==> src/rtl/if_id_stage.sv <==
// IF/ID pipeline stage: a two-entry skid buffer between fetch and decode,
// with flush, MIPS field decode of the held word and a saturating stall counter.
module if_id_stage #(
    parameter logic [31:0] BUBBLE = 32'h00000000,
    parameter int unsigned CNT_W  = 16
) (
    input  logic             clk,
    input  logic             reset,
    input  logic [31:0]      ir,
    input  logic [31:0]      npc,
    input  logic             in_valid,
    output logic             in_ready,
    input  logic             flush,
    output logic             out_valid,
    input  logic             out_ready,
    output logic [31:0]      id_ir,
    output logic [31:0]      id_npc,
    output logic [5:0]       opcode,
    output logic [4:0]       rs,
    output logic [4:0]       rt,
    output logic [4:0]       rd,
    output logic [4:0]       shamt,
    output logic [5:0]       funct,
    output logic [15:0]      imm,
    output logic [25:0]      jtarget,
    output logic [31:0]      imm_se,
    output logic [CNT_W-1:0] stall_cnt
);

    localparam logic [CNT_W-1:0] CNT_MAX = {CNT_W{1'b1}};

    logic        main_valid, main_valid_n;
    logic        skid_valid, skid_valid_n;
    logic [31:0] main_ir, main_ir_n, main_npc, main_npc_n;
    logic [31:0] skid_ir, skid_ir_n, skid_npc, skid_npc_n;
    logic [CNT_W-1:0] stall_cnt_n;
    logic        accept, out_evt;

    assign accept  = in_valid && in_ready;
    assign out_evt = main_valid && out_ready;

    // Next-state for both entries: refill main from skid first, else from fetch.
    always_comb begin
        main_valid_n = main_valid;
        skid_valid_n = skid_valid;
        main_ir_n    = main_ir;
        main_npc_n   = main_npc;
        skid_ir_n    = skid_ir;
        skid_npc_n   = skid_npc;
        stall_cnt_n  = stall_cnt;

        if (main_valid && !out_ready && stall_cnt != CNT_MAX)
            stall_cnt_n = stall_cnt + CNT_W'(1);

        if (flush) begin
            main_valid_n = 1'b0;
            skid_valid_n = 1'b0;
        end else if (out_evt && skid_valid) begin
            main_valid_n = 1'b1;
            main_ir_n    = skid_ir;
            main_npc_n   = skid_npc;
            skid_valid_n = 1'b0;
        end else if (accept && (!main_valid || out_evt)) begin
            main_valid_n = 1'b1;
            main_ir_n    = ir;
            main_npc_n   = npc;
        end else if (accept) begin
            skid_valid_n = 1'b1;
            skid_ir_n    = ir;
            skid_npc_n   = npc;
        end else if (out_evt) begin
            main_valid_n = 1'b0;
        end
    end

    // State registers; in_ready is registered from the next skid occupancy.
    always_ff @(posedge clk) begin
        if (!reset) begin
            main_valid <= 1'b0;
            skid_valid <= 1'b0;
            in_ready   <= 1'b1;
            main_ir    <= BUBBLE;
            main_npc   <= 32'h0;
            skid_ir    <= BUBBLE;
            skid_npc   <= 32'h0;
            stall_cnt  <= '0;
        end else begin
            main_valid <= main_valid_n;
            skid_valid <= skid_valid_n;
            in_ready   <= !skid_valid_n;
            main_ir    <= main_ir_n;
            main_npc   <= main_npc_n;
            skid_ir    <= skid_ir_n;
            skid_npc   <= skid_npc_n;
            stall_cnt  <= stall_cnt_n;
        end
    end

    // Presented beat, forced to a bubble while main is empty.
    always_comb begin
        out_valid = main_valid;
        id_ir     = main_valid ? main_ir  : BUBBLE;
        id_npc    = main_valid ? main_npc : 32'h0;
    end

    assign opcode  = id_ir[31:26];
    assign rs      = id_ir[25:21];
    assign rt      = id_ir[20:16];
    assign rd      = id_ir[15:11];
    assign shamt   = id_ir[10:6];
    assign funct   = id_ir[5:0];
    assign imm     = id_ir[15:0];
    assign jtarget = id_ir[25:0];
    assign imm_se  = {{16{id_ir[15]}}, id_ir[15:0]};

endmodule
==> config.mk <==
export PLATFORM = sky130hd
export DESIGN_NAME = if_id_stage
export DESIGN_NICKNAME = d
export VERILOG_FILES = /design/src/rtl/if_id_stage.sv
export SDC_FILE = /design/constraint.sdc
export NUM_CORES = 1
export LEC_CHECK = 0
export ABC_AREA = 0
export BUFFER_PORTS_ARGS = -buffer_cell sky130_fd_sc_hd__buf_2
export CAP_MARGIN = 20
export CORE_UTILIZATION = 45
export CTS_CLUSTER_DIAMETER = 60
export DETAILED_ROUTE_END_ITERATION = 8
export GPL_TIMING_DRIVEN = 1
export PLACE_DENSITY = 0.73
export SLEW_MARGIN = 5
export SYNTH_ARGS = -nofsm -noshare
export SYNTH_HDL_FRONTEND = slang
export SYNTH_SLANG_ARGS = --single-unit
export TNS_END_PERCENT = 100
==> constraint.sdc <==
create_clock -name clk -period 1.9 [get_ports clk]
set_input_delay 0.38 -clock clk [delete_from_list [all_inputs] [get_ports clk]]
set_output_delay 0.38 -clock clk [all_outputs]
set_load 0.005 [all_outputs]
==> impl_metrics.toml, run 1 <==
[synthesis]
synth_area_mm2 = 0.00747
synth_area_per_cell_um2 = 8.80
synthCells = 849
synth_cell_types = 38
synth.net_count = 919
ys_seq_area_frac = 0.394
ys_seq_elements = 147
yosysWarnings = 0

[timing]
rsz0062_at_grt = "false"
setup_viol = 0
period_minus_slack_ns = 1.80
worst_clock_skew_ns = 0.00631
slew_headroom = 0.656
slew_violations = 0
fmax_ghz = 0.555
fin_crit_sh = 0.948
fin_tns_setup_ns = 0
finalHoldViolCount = 0
tightest_slew_ns = 0.512

[placement]
dpl.hpwl_um = 11800
io_buffer_count = 256
place.gp.congestion = 0.803

[global_routing]
grt_max_degree = 52
track_usage = 0.202
grt_pass1_wl_um = 26900
grt_antenna_before_repair = 0
grt_overflow = 0
grt_pass1_vias = 5479

[routing]
avgViaCountPerCell = 5.02
routed_wl_um = 17200
route.detailed.wl_per_inst_um = 14.1
drtAntennaViolNets = 0
first_iter_violations = 233
route.detailed.drc = 0
num_vias = 6120
drtPass1Iterations = 4

[finish]
final_layout_size_suffix_gt1_frac = 0.384
most-common-layout-cells = "buf_2, dfxtp_1, nand2_1"
fill_cells = 1486
nets = 1061
area_growth_pct = 19.4
n_antenna_cell = 0
layout_commonest_cell = "buf_2"

[power_and_ir_drop]
peakVddDrop_mv = 0.569
total_leakage_power_nw = 4.36
power_density_mw_per_mm2 = 798
power_mw = 7.12

[clock_network]
htreeDepth = 4
cts_made_buffers = 17
cts-root-buf = "clkbuf_16"
clk_pin_slew_worst_paths_ns = 0.06
tritoncts = "yes"
clockBufferDepth = 2
clock-sinks = 147
insertion_delay_ns = 0.41

[setup_path]
endpoint_kind = "output pin"
crit_path_start = "out_valid"
crit-reg2reg-launch = "out_valid"
crit_path_max_incr_delay_ns = 0.39
critical_path_peak_fanout = 24
slowest_stage = "dfxtp_4"
worstPathCellList = "buf_12, and2_4, clkbuf_16, buf_2"
reg2reg_depth = 7
r2r-end = "main_npc[11]"
r2r_setup_slack_ns = 0.12
cp_data_arrival_time_ns = 1.42
crit_path_start_kind = "flip-flop"
crit_path_end = "imm_se[23]"
critical_path_class = "flip-flop to output pin"
cp.required_ns = 1.52

[floorplanning]
ios = 257
fp.dieW_um = 131
coreArea_mm2 = 0.0161
placementRows = 46
fp.dieH_um = 131
die-area_mm2 = 0.0171
initial_core_util = 0.465

[outcome]
status = "completed"

[job]
maxCapViolCount = 0

[hold_path]
hold_class = "input pin to flip-flop"
-- flip-flops by register name, indices dropped and copies added (netlist names) --
| name | cells |
|---|---|
| in_ready | 1 |
| out_valid | 1 |
| main_ir | 32 |
| skid_npc | 32 |
| stall_cnt | 16 |
| skid_valid | 1 |
| main_npc | 32 |
| skid_ir | 32 |
-- Yosys cell counts (all sizes together) --
| cell type | instances | area [um2] |
|---|---|---|
| a211oi | 66 | 781 |
| a21oi | 75 | 375 |
| a31o | 1 | 8.76 |
| a31oi | 1 | 6.26 |
| and2 | 65 | 407 |
| and2b | 1 | 10.0 |
| and3 | 5 | 31.3 |
| and4 | 3 | 26.3 |
| and4b | 2 | 21.3 |
| buf | 140 | 1020 |
| clkbuf | 25 | 93.8 |
| dfxtp | 147 | 2940 |
| ha | 1 | 12.5 |
| inv | 6 | 22.5 |
| mux2i | 67 | 671 |
| nand2 | 136 | 513 |
| nand2b | 3 | 18.8 |
| nand3 | 3 | 15.0 |
| nand4 | 6 | 37.5 |
| nor2 | 66 | 248 |
| nor3 | 8 | 50.1 |
| nor4 | 1 | 6.26 |
| o211a | 1 | 10.0 |
| o211ai | 3 | 22.5 |
| o21a | 2 | 15.0 |
| o21ai | 4 | 20.0 |
| o311ai | 2 | 17.5 |
| o31ai | 2 | 15.0 |
| o41ai | 2 | 17.5 |
| or3 | 3 | 18.8 |
| or4 | 2 | 15.0 |
-- final cells by class --
type / instances / area [um2] / area share
multi-input combinational: 531 / 3420 / 0.383
sequential: 147 / 2950 / 0.330
timing repair buffer: 288 / 1680 / 0.189
tap: 216 / 270 / 0.0303
clock buffer: 22 / 474 / 0.0532
clock inverter: 10 / 98.8 / 0.0111
inverter: 6 / 25.0 / 0.00281
-- what timing repair did --
| action | 4_1_cts | 5_1_grt |
|---|---|---|
| resized for setup | 5 | 6 |
| pin swaps | 0 | 0 |
| hold buffers | 0 | 0 |
| buffers inserted | 1 | 0 |
| gates cloned | 0 | 1 |
| endpoints found under the setup margin | 162 | 50 |
-- cell families (layout without fill, tap and decap cells) --
family,count (synthesis),count (layout),share of synthesized area
compound gates,159,159,0.172
fa+ha+maj,1,1,0.00167
buf+inv,171,326,0.152
flops,147,147,0.394
mux,67,67,0.0898
simple gates,304,304,0.190
-- worst min path at each step --
stage | from | to | slack [ns] | cells after the start
floorplan | skid_ir[0] | skid_ir[0] | 0.44 | 2
global placement | skid_npc[26] | skid_npc[26] | 0.44 | 2
detailed placement | skid_ir[16] | skid_ir[16] | 0.45 | 2
CTS | npc[13] | skid_npc[13] | 0.19 | 3
global route | npc[8] | skid_npc[8] | 0.20 | 3
finish | npc[13] | skid_npc[13] | 0.21 | 3
-- per-layer routing --
layer	global-route usage	up-vias	routed length [um]
met3	0.0452	21	1000
met5	0	-	0
met2	0.337	215	8310
li1	-	3054	-
met1	0.254	2830	7560
met4	0.0717	0	281
-- worst max-delay path, delay by kind of cell, from the launching register on --
kind | cells | cell delay [ns]
buffers and inverters | 3 | 0.42
and+or+nand+nor | 1 | 0.19
DFF | 1 | 0.39
-- report_power, final --
part / switching, mW / internal [mW]
sequential: 0.0547 / 3.19
clock: 1.31 / 1.92
combinational: 0.359 / 0.285
total: 1.72 / 5.39
-- per-stage QoR --
stage | cell area (um2) | std cells | hold WS [ns] | setup WS, ns | utilization
finish | 8920 | 1220 | 0.209 | 0.0984 | 0.555
global placement | 8280 | 1186 | 0.440 | 0.0991 | 0.515
floorplan | 7470 | 849 | 0.436 | 0.168 | -
global route | 8920 | 1220 | 0.196 | 0.0217 | 0.555
detailed placement | 8280 | 1186 | 0.446 | 0.0310 | 0.515
CTS | 8870 | 1219 | 0.190 | 0.0285 | 0.553
Power figures use the tool's default switching activity.
==> run 2, diff against run 1 <==
==> constraint.sdc (replaced) <==
create_clock -name clk -period 1.9 [get_ports clk]
set_input_delay 0.19 -clock clk [delete_from_list [all_inputs] [get_ports clk]]
set_output_delay 0.19 -clock clk [all_outputs]
set_load 0.005 [all_outputs]
==> impl_metrics.toml, run 2 (same netlist as run 1, synthesis figures left out) <==
[outcome]
status = "completed"

[floorplanning]
coreArea_mm2 = 0.0161
fp.dieH_um = 131
ios = 257
initial_core_util = 0.465
die-area_mm2 = 0.0171
placementRows = 46
fp.dieW_um = 131

[routing]
drtAntennaViolNets = 0
route.detailed.wl_per_inst_um = 13.9
routed_wl_um = 16900
route.detailed.drc = 0
drtPass1Iterations = 4
avgViaCountPerCell = 5.00
first_iter_violations = 308
num_vias = 6080

[setup_path]
reg2reg_depth = 5
r2r-end = "stall_cnt[6]"
critical_path_class = "flip-flop to output pin"
crit-reg2reg-launch = "stall_cnt[0]"
r2r_setup_slack_ns = 0.22
worstPathCellList = "buf_6, and2_1, buf_2"
cp.required_ns = 1.71
crit_path_max_incr_delay_ns = 0.41
path_delay_family = "buffers and inverters"
critPathBufInv = 2
cp_data_arrival_time_ns = 1.53
slowest_stage = "dfxtp_4"
crit_path_start_kind = "flip-flop"
critical_path_peak_fanout = 38
endpoint_kind = "output pin"

[clock_network]
clock-sinks = 147
insertion_delay_ns = 0.42
post_cts_buffers = 0
tritoncts = "yes"
clk_pin_slew_worst_paths_ns = 0.06
htreeDepth = 4
cts_made_buffers = 17
cts-root-buf = "clkbuf_16"
clockBufferDepth = 2

[finish]
fin_util = 0.557
fill_cells = 1454
most-common-layout-cells = "buf_2, dfxtp_1, nand2_1"
layout_commonest_cell = "buf_2"
final_layout_size_suffix_gt1_frac = 0.370
area_growth_pct = 19.7
nets = 1057
stdcell_area_mm2 = 0.00894

[job]
maxCapViolCount = 0

[timing]
slew_violations = 0
rsz0062_at_grt = "false"
setup_viol = 0
period_minus_slack_ns = 1.72
fmax_ghz = 0.581
worst_clock_skew_ns = 0.00494
fin_tns_setup_ns = 0
finalHoldViolCount = 0
fin_crit_sh = 0.906
slew_headroom = 0.665
tightest_slew_ns = 0.498
holdWs_ns = 0.0196

[hold_path]
min_path_cells = 3
holdCritStartpoint = "npc[4]"
hold_class = "input pin to flip-flop"
hold_path_end = "skid_npc[4]"

[global_routing]
grt_pass1_wl_um = 26400
grt_pass1_vias = 5204
grt_max_degree = 65
grt_overflow = 0
grt_antenna_before_repair = 2
track_usage = 0.198

[placement]
io_buffer_count = 256
place.gp.congestion = 0.807
dpl.hpwl_um = 11200
placed_area_mm2 = 0.00822

[power_and_ir_drop]
power_density_mw_per_mm2 = 816
peakVddDrop_mv = 0.585
total_leakage_power_nw = 4.35
run 2: metrics by stage:
step / setup slack (ns) / total power, mW / std cells
after floorplan: 0.315 / 3.75 / 849
after global placement: 0.289 / 3.94 / 1173
after detailed placement: 0.260 / 3.95 / 1173
after CTS: 0.0542 / 7.39 / 1215
after global routing: 0.0212 / 7.59 / 1215
final: 0.179 / 7.30 / 1216
run 2: per-layer routing:
layer,part of all wire,global-route usage,up-vias
met5,0,0,-
met4,0.014,0.0757,0
met3,0.057,0.0517,18
met2,0.48,0.325,194
met1,0.45,0.249,2818
li1,-,-,3050
run 2: report_power, final:
group          leakage (nW)  switching, mW  internal, mW
Sequential             1.20         0.0537          3.19
Combinational          2.86          0.358         0.292
Clock                 0.290           1.30          2.10
run 2: how the worst max path moves through the flow:
stage                     depth (start not counted)  slack, ns       endpoint          from
after floorplan                                   6       0.31  stall_cnt[10]  stall_cnt[0]
after global placement                            7       0.29   main_npc[20]     out_ready
after detailed placement                          7       0.26   main_npc[10]     out_ready
after CTS                                         4       0.05     imm_se[25]     out_valid
after global routing                              3       0.02      imm_se[7]     out_valid
final                                             3       0.18       shamt[1]     out_valid
run 2: layout make-up:
class                           count  area [um2]  area share
Timing Repair Buffer              284        1680       0.188
Sequential cell                   147        2950       0.329
Clock inverter                     12         155      0.0173
Tap cell                          216         270      0.0302
Multi-Input combinational cell    531        3420       0.382
Antenna cell                        1        2.50    0.000280
Inverter                            6        25.0     0.00280
Clock buffer                       19         443      0.0495
run 2: timing repair:
| item | 4_1_cts | 5_1_grt |
|---|---|---|
| endpoints found under the hold margin | 11 | 0 |
| hold buffers | 11 | 0 |
| pin swaps | 0 | 0 |
| resized for setup | 2 | 3 |
| setup endpoints to repair | 21 | 26 |
run 2: worst min-delay path: stages:
cell	delay [ns]
buf_2	0.11
nand2_1	0.05
a21oi_1	0.05
==> run 3, diff against run 2 <==
Settings changed: CORE_UTILIZATION 45 to 40, PLACE_DENSITY 0.73 to 0.66.
==> impl_metrics.toml, run 3 (same netlist as run 1, synthesis figures left out) <==
[timing]
fmax_ghz = 0.580
worst_slack_ns = 0.176
fin_tns_setup_ns = 0
worst_clock_skew_ns = 0.00730
rsz0062_at_grt = "false"
period_minus_slack_ns = 1.72
setup_viol = 0
finalHoldViolCount = 0
slew_violations = 0
fin_crit_sh = 0.907
slew_headroom = 0.586
tightest_slew_ns = 0.622

[floorplanning]
coreArea_mm2 = 0.0181
fp.dieH_um = 139
placementRows = 49
fp.dieW_um = 139
initial_core_util = 0.412
die-area_mm2 = 0.0192
ios = 257

[setup_path]
slowest_stage = "dfxtp_2"
critPathBufInv = 2
crit_path_start_kind = "flip-flop"
path_delay_family = "buffers and inverters"
worstPathCellList = "buf_4, and2_1, buf_2"
crit_path_max_incr_delay_ns = 0.41
cp.required_ns = 1.71
endpoint_kind = "output pin"
cp_data_arrival_time_ns = 1.53
crit-reg2reg-launch = "skid_valid"
crit_path_start = "out_valid"
critical_path_class = "flip-flop to output pin"
critical_path_peak_fanout = 23

[finish]
multiInputGateArea_mm2 = 0.00342
layout_commonest_cell = "buf_2"
fin_util = 0.491
most-common-layout-cells = "buf_2, dfxtp_1, nand2_1"
area_growth_pct = 19.3
stdcell_area_mm2 = 0.00891
final_layout_size_suffix_gt1_frac = 0.379
nets = 1056
final-seq-area_mm2 = 0.00294
fill_cells = 1715

[power_and_ir_drop]
total_leakage_power_nw = 4.34
power_density_mw_per_mm2 = 853
peakVddDrop_mv = 0.611
power_mw = 7.60

[routing]
drtAntennaViolNets = 0
route.detailed.wl_per_inst_um = 14.4
first_iter_violations = 237
num_vias = 6094
route.detailed.drc = 25
routed_wl_um = 17700
drtPass1Iterations = 8
avgViaCountPerCell = 4.95

[clock_network]
clockBufferDepth = 2
tritoncts = "yes"
htreeDepth = 4
cts-root-buf = "clkbuf_16"
insertion_delay_ns = 0.42
clock-sinks = 147
post_cts_buffers = 0
clk_pin_slew_worst_paths_ns = 0.06
cts_made_buffers = 17

[global_routing]
grt_max_degree = 68
grt_pass1_wl_um = 28400
grt_pass1_vias = 5663
grt_overflow = 0
track_usage = 0.184
grt_antenna_before_repair = 3

[placement]
pre_cts_ws_ns = 0.206
placed_area_mm2 = 0.00820
place.gp.congestion = 0.792
io_buffer_count = 256
dpl.hpwl_um = 11900

[job]
maxCapViolCount = 0

[outcome]
violations = "design-rule violations"
status = "complete, but fails checks"

[hold_path]
holdCritStartpoint = "ir[2]"
hold_class = "input pin to flip-flop"
run 3: stage by stage:
step / hold slack, ns / std cells
finish: 0.0212 / 1230
global placement: 0.441 / 1192
detailed placement: 0.446 / 1192
global route: 0.00819 / 1230
CTS: 0.00151 / 1228
floorplan: 0.306 / 849
run 3: layout make-up:
cell class / count / area share
multi-input cells: 531 / 0.384
clock inverters: 12 / 0.0227
inverters: 6 / 0.00309
well taps: 229 / 0.0321
repair buffers: 283 / 0.176
clock buffers: 20 / 0.0512
flip-flops and latches: 147 / 0.330
diodes: 2 / 0.000562
run 3: per-layer routing:
layer | vias to the layer above | global-route usage | share of wire
met5 | - | 0 | 0
met4 | 0 | 0.0725 | 0.014
met3 | 23 | 0.0445 | 0.057
met2 | 198 | 0.310 | 0.48
met1 | 2822 | 0.228 | 0.45
li1 | 3051 | - | -
run 3: path summary, 6_finish.rpt:
path             endpoint  slack (ns)  cells after the start
max              id_ir[8]        0.18                      3
max reg2reg   main_ir[15]        0.23                      6
min reg2reg  skid_npc[30]        0.45                      2
min            skid_ir[2]        0.02                      3
run 3: worst reg2reg max path, stage by stage (launching register included):
cell and delay, ns:
dfxtp_1 0.42, nand2_1 0.12, a211oi_4 0.40, buf_4 0.20
buf_12 0.17, nor2_1 0.07, a211oi_2 0.20
run 3: what timing repair did:
item	4_1_cts	5_1_grt
gates resized for setup	1	2
hold endpoints to repair	4	0
endpoints found under the setup margin	21	22
hold buffers	4	0
cloned	0	0
run 3: power by group:
part           switching [mW]  internal [mW]  total, mW
Sequential             0.0536           3.19       3.25
Combinational           0.359          0.273      0.632
Clock                    1.32           2.41       3.72
